<file path="config.mk">
export PLATFORM = sky130hd
export DESIGN_NAME = fifod2mac
export DESIGN_NICKNAME = d
export VERILOG_FILES = /design/src/rtl/fifod2mac.sv
export SDC_FILE = /design/constraint.sdc
export NUM_CORES = 1
export LEC_CHECK = 0
export BUFFER_PORTS_ARGS = -buffer_cell sky130_fd_sc_hd__clkbuf_2
export CORE_ASPECT_RATIO = 1.5
export CORE_MARGIN = 1.5
export CORE_UTILIZATION = 50
export DETAILED_ROUTE_END_ITERATION = 6
export PLACE_DENSITY = 0.79
export SYNTH_ARGS = -nofsm -noshare
export SYNTH_HDL_FRONTEND = slang
export SYNTH_SLANG_ARGS = --single-unit
</file>
<file path="constraint.sdc">
create_clock -name clk -period 2.6 [get_ports clk]
set_input_delay 0.52 -clock clk [delete_from_list [all_inputs] [get_ports clk]]
set_output_delay 0.52 -clock clk [all_outputs]
set_load 0.01 [all_outputs]
</file>
<file path="src/rtl/fifod2mac.sv">
// Transmit bridge: waits for fifod to hold a full payload, starts one UDP frame on the mac
// and answers each per-byte request with a fifod byte (or a 0x00 pad) one cycle later.
module fifod2mac #(
   parameter int LEN_W   = 12,
   parameter int CNT_W   = 12,
   parameter int TIMEOUT = 65535
) (
   input  logic             clk,
   input  logic             rst_n,
   input  logic             fs,
   output logic             fd,
   output logic             err,
   input  logic [LEN_W-1:0] tx_len,
   input  logic [CNT_W-1:0] fifod_rd_count,
   input  logic             fifod_empty,
   output logic             fifod_rxen,
   input  logic [7:0]       fifod_rxd,
   output logic             fs_udp_tx,
   input  logic             fd_udp_tx,
   output logic [LEN_W-1:0] udp_tx_len,
   input  logic             flag_udp_tx_req,
   output logic             udp_txen,
   output logic [7:0]       udp_txd,
   output logic [2:0]       dbg_state
);

   localparam int TMR_W = $clog2(TIMEOUT + 1) + 1;
   localparam int CMP_W = (LEN_W > CNT_W) ? LEN_W : CNT_W;

   typedef enum logic [2:0] {
      S_IDLE    = 3'd0,
      S_CHECK   = 3'd1,
      S_START   = 3'd2,
      S_SEND    = 3'd3,
      S_WAIT_FD = 3'd4,
      S_DONE    = 3'd5
   } state_t;

   state_t             state_q, state_d;
   logic [LEN_W-1:0]   len_q, len_d;
   logic [LEN_W-1:0]   cnt_q, cnt_d;
   logic [TMR_W-1:0]   timer_q, timer_d;
   logic               err_q, err_d;
   logic               fd_q, fd_d;
   logic               txen_q, txen_d;
   logic               rd_q, rd_d;
   logic               fd_seen_q, fd_seen_d;
   logic               rxen;
   logic               in_stream;

   always_ff @(posedge clk or negedge rst_n) begin
      if (!rst_n) begin
         state_q   <= S_IDLE;
         len_q     <= '0;
         cnt_q     <= '0;
         timer_q   <= '0;
         err_q     <= 1'b0;
         fd_q      <= 1'b0;
         txen_q    <= 1'b0;
         rd_q      <= 1'b0;
         fd_seen_q <= 1'b0;
      end else begin
         state_q   <= state_d;
         len_q     <= len_d;
         cnt_q     <= cnt_d;
         timer_q   <= timer_d;
         err_q     <= err_d;
         fd_q      <= fd_d;
         txen_q    <= txen_d;
         rd_q      <= rd_d;
         fd_seen_q <= fd_seen_d;
      end
   end

   // Handshake: every cycle flag_udp_tx_req is high while streaming, the mac gets exactly one
   // byte with udp_txen high on the following cycle; there is no back-pressure toward the mac.
   always_comb begin
      state_d   = state_q;
      len_d     = len_q;
      cnt_d     = cnt_q;
      timer_d   = timer_q;
      err_d     = err_q;
      fd_seen_d = fd_seen_q;
      txen_d    = 1'b0;
      rd_d      = 1'b0;
      rxen      = 1'b0;
      in_stream = (state_q == S_SEND) || (state_q == S_WAIT_FD);

      if (in_stream) begin
         timer_d = timer_q + TMR_W'(1);
         if (flag_udp_tx_req) begin
            txen_d = 1'b1;
            if (cnt_q < len_q) cnt_d = cnt_q + LEN_W'(1);
         end
      end

      case (state_q)
         S_IDLE: begin
            if (fs) begin
               len_d   = tx_len;
               err_d   = 1'b0;
               state_d = (tx_len == '0) ? S_DONE : S_CHECK;
            end
         end
         S_CHECK: begin
            if (CMP_W'(fifod_rd_count) >= CMP_W'(len_q)) state_d = S_START;
         end
         S_START: begin
            cnt_d     = '0;
            timer_d   = '0;
            fd_seen_d = 1'b0;
            state_d   = S_SEND;
         end
         S_SEND: begin
            if (flag_udp_tx_req && (cnt_q < len_q)) begin
               if (!fifod_empty) begin
                  rxen = 1'b1;
                  rd_d = 1'b1;
               end else begin
                  err_d = 1'b1;
               end
            end
            // An early fd from the mac is remembered so WAIT_FD does not need a second one.
            if (fd_udp_tx) fd_seen_d = 1'b1;
            if ((cnt_q == len_q) || fd_udp_tx) state_d = S_WAIT_FD;
         end
         S_WAIT_FD: begin
            if (fd_udp_tx || fd_seen_q) state_d = S_DONE;
         end
         S_DONE: begin
            if (!fs) state_d = S_IDLE;
         end
         default: state_d = S_IDLE;
      endcase

      if (in_stream && (timer_q == TMR_W'(TIMEOUT))) begin
         err_d   = 1'b1;
         state_d = S_DONE;
      end

      fd_d = (state_d == S_DONE);
   end

   assign fd         = fd_q;
   assign err        = err_q;
   assign fifod_rxen = rxen;
   assign fs_udp_tx  = (state_q == S_START);
   assign udp_tx_len = len_q;
   assign udp_txen   = txen_q;
   assign udp_txd    = rd_q ? fifod_rxd : 8'h00;
   assign dbg_state  = state_q;

endmodule

</file>
==> results_dict.tcl <==
set metrics [dict create \
    ys_ff_latch 49 \
    cp.required_ns 2.08 \
    worstSetupEndpointType "primary output" \
    boundaryPins 66 \
    clk_latency_ns 0.31 \
    grt_usage_pct 25.0 \
    r2r-start "cnt_q[2]" \
    seq_area_frac_synth_pct 40.6 \
    status "complete, but fails checks" \
    cts_tree "yes" \
    p_int_mw 1.84 \
    clock-skew-final_ns 0.0140 \
    initial_core_util_pct 51.8 \
    synthesis.area_um2 3020 \
    cts_sinks 49 \
    fp.dieH_um 98.2 \
    place.gp.congestion 0.885 \
    holdWs_ns 0.218 \
    drc 0 \
    via_per_inst 5.88 \
    worst_r2r_path_depth 8 \
    cap_violations 0 \
    slew_violations 0 \
    path_clk_slew_ns 0.11 \
    fin_area_um2 3760 \
    drive_gt1_share_pct 31.6 \
    clockBufferDepth 2 \
    numCtsBuffers 5 \
    antenna_found_initial 0 \
    grt_pass1_wl_um 12700 \
    hold_buffers 0 \
    p_leak_nw 1.79 \
    path_max_fanout 2 \
    clkPwrFrac_pct 14.2 \
    netlist_instances 334 \
    async_flop_share_pct 100 \
    die_w_um 66.4 \
    via_count 2864 \
    placed_area_um2 3460 \
    first_pass_iters 4 \
    htree_levels 2 \
    p_sw_mw 1.44 \
    sequentialPowerShare_pct 34.4 \
    switching_share_pct 43.8 \
    antenna_cells 0 \
    setup_viol 1 \
    fmax_mhz 376 \
    dieArea_um2 6520 \
    cellPowerDensity_nw_per_um2 870 \
    synthFlopType "dfrtp_1" \
    finalNetCount 479 \
    syn2layout_area_growth_pct 24.8 \
    combPwrFrac_pct 51.4 \
    grt_max_degree 26 \
    synth_edf_count 0 \
    timing.final.ws_setup_ns -0.0572 \
    yosysUniqueCellTypes 49 \
    finalHoldViolCount 0 \
    detailed_place_hpwl_um 5730 \
    routedWlPerCell_um 16.5 \
    cp.arrival_ns 2.14 \
    worst_pin_slew_ns 0.664 \
    critPathMaxStageDelay_ns 0.44 \
    drt_iter0_markers 195 \
    crit_start "cnt_q[2]" \
    cts_root_buf "clkbuf_8" \
    coreArea_um2 5830 \
    failed_checks "setup timing" \
    grt_pass1_vias 2733 \
    rsz0062_at_grt "yes" \
    wl_um 8040 \
    hold_path.class "input pin to asynchronous set/reset pin" \
    slowest_stage "dfrtp_2" \
    slew_headroom_pct 55.7 \
    finalCritPeriodShare_pct 102 \
    yosysWarningCount 0 \
    avgSynthCellArea_um2 9.04 \
    ant_nets 0 \
    period_minus_slack_ns 2.66 \
    crit_chain "ha_4 -> a21oi_1 -> o221ai_1 -> a211o_1 -> nor4_4 -> buf_2" \
    path_class "register to primary output" \
    num_rows 34 \
    io_buffers 65 \
    synth_nets 399 \
    grt.overflow.total 0 \
    setup.worst_path.start_class "register" \
    irDropWorstVdd_v 0.000584 \
    pre_cts_ws_ns 0.143 \
]
what timing repair did:
| item | in CTS | in global routing |
|---|---|---|
| buffers inserted | 8 | 5 |
| cloned | 0 | 0 |
| pin swaps | 9 | 6 |
| gates resized for setup | 17 | 8 |
| setup endpoints to repair | 1 | 1 |
logic make-up after synthesis:
logic type,count (synthesis),share of synthesized area [%]
compound gates,71,15.5
xor+xnor,3,0.871
fa+ha+maj,27,11.2
buf+inv,35,4.73
flops,49,40.6
mux,10,3.36
simple gates,139,23.7
synth_stat cells, types with 2 or more instances:
library cell	count	area [um2]
nor3b_1	3	22.5
a31oi_1	4	25.0
o31ai_2	3	37.5
o21ai_0	24	120
nand4_1	13	81.3
o211ai_2	3	37.5
mux2i_1	9	90.1
and3_1	4	25.0
nor4_1	9	56.3
o31ai_1	6	45.0
nand2_1	43	161
clkbuf_1	9	33.8
nand2b_1	5	31.3
inv_1	21	78.8
a211oi_1	2	15.0
or4_1	5	37.5
nor2b_1	2	12.5
buf_2	3	15.0
nor3_1	6	30.0
ha_1	27	338
nor2_1	19	71.3
a21oi_1	18	90.1
and2_1	10	62.6
nand3_1	12	60.1
dfrtp_1	49	1230
xor2_1	2	17.5
cells in the final DEF, fill, tap and decap left out, types with 3 or more instances in the layout:
master	netlist	final
clkbuf_2	0	64
dfrtp_1	49	47
nand2_1	43	43
o21ai_0	24	24
ha_1	27	20
buf_4	0	20
nor2_1	19	18
a21oi_1	18	17
inv_1	21	13
nand4_1	13	13
nand3_1	12	11
and2_1	10	10
inv_2	1	9
mux2i_1	9	9
nor4_1	9	7
ha_4	0	7
o31ai_1	6	6
nand2b_1	5	5
nor3_1	6	5
or4_1	5	5
clkbuf_8	0	5
and3_1	4	4
a31oi_1	4	4
nor3b_1	3	3
o211ai_2	3	3
o31ai_2	3	3
final timing paths:
path	to	slack (ns)
max in group asynchronous	udp_tx_len[2]	1.80
max	fifod_rxen	-0.06
max reg2reg	cnt_q[8]	0.22
min reg2reg	timer_q[5]	0.50
min	timer_q[4]	0.22
min in group clk	udp_tx_len[4]	0.44
sequential cells by signal, indices dropped and copies added, names as in the netlist:
register / flops
timer_q: 17
cnt_q: 12
udp_tx_len: 12
dbg_state: 3
err: 1
fd: 1
fd_seen_q: 1
rd_q: 1
udp_txen: 1
layout make-up:
| cell class | count | area, um2 |
|---|---|---|
| clock buffer | 5 | 68.8 |
| clock inverter | 3 | 17.5 |
| fill | 437 | 2060 |
| inverter | 22 | 82.6 |
| multi-input combinational | 250 | 1780 |
| sequential | 49 | 1230 |
| tap | 72 | 90.1 |
| timing repair buffer | 86 | 495 |
layer usage:
layer  GRT usage (%)  up-vias  part of all wire [%]
met5               0        -                     0
met4            8.01        0                   2.3
met3            2.88       13                   3.7
met2            45.7       91                    54
met1            29.5     1390                    40
li1                -     1370                     -
critical path, delay by kind of cell, from the launching register on:
family / cells / cell delay [ns]
simple gates: 1 / 0.30
flops: 1 / 0.44
compound gates: 3 / 0.65
buf+inv: 1 / 0.19
fa+ha+maj: 1 / 0.25
power by group through the flow:
| stage | Sequential, mW | Combinational, mW | Clock, mW |
|---|---|---|---|
| 6_report | 1.13 | 1.68 | 0.464 |
| 5_1_grt | 1.15 | 1.86 | 0.487 |
| 4_1_cts | 1.12 | 1.56 | 0.467 |
| 3_5_place_dp | 1.12 | 1.44 | 0 |
| 3_3_place_gp | 1.11 | 1.39 | 0 |
| 2_1_floorplan | 1.15 | 0.891 | 0 |
stage by stage:
step                      power, mW  util (%)  instances  TNS [ns]
after floorplan                2.04         -        334         0
after detailed placement       2.56      59.3        466         0
after global routing           3.50      64.6        487    -0.115
after CTS                      3.14      63.3        482   -0.0345
final                          3.27      64.6        487   -0.0572
after global placement         2.50      59.3        466         0
Power figures use the tool's default switching activity.
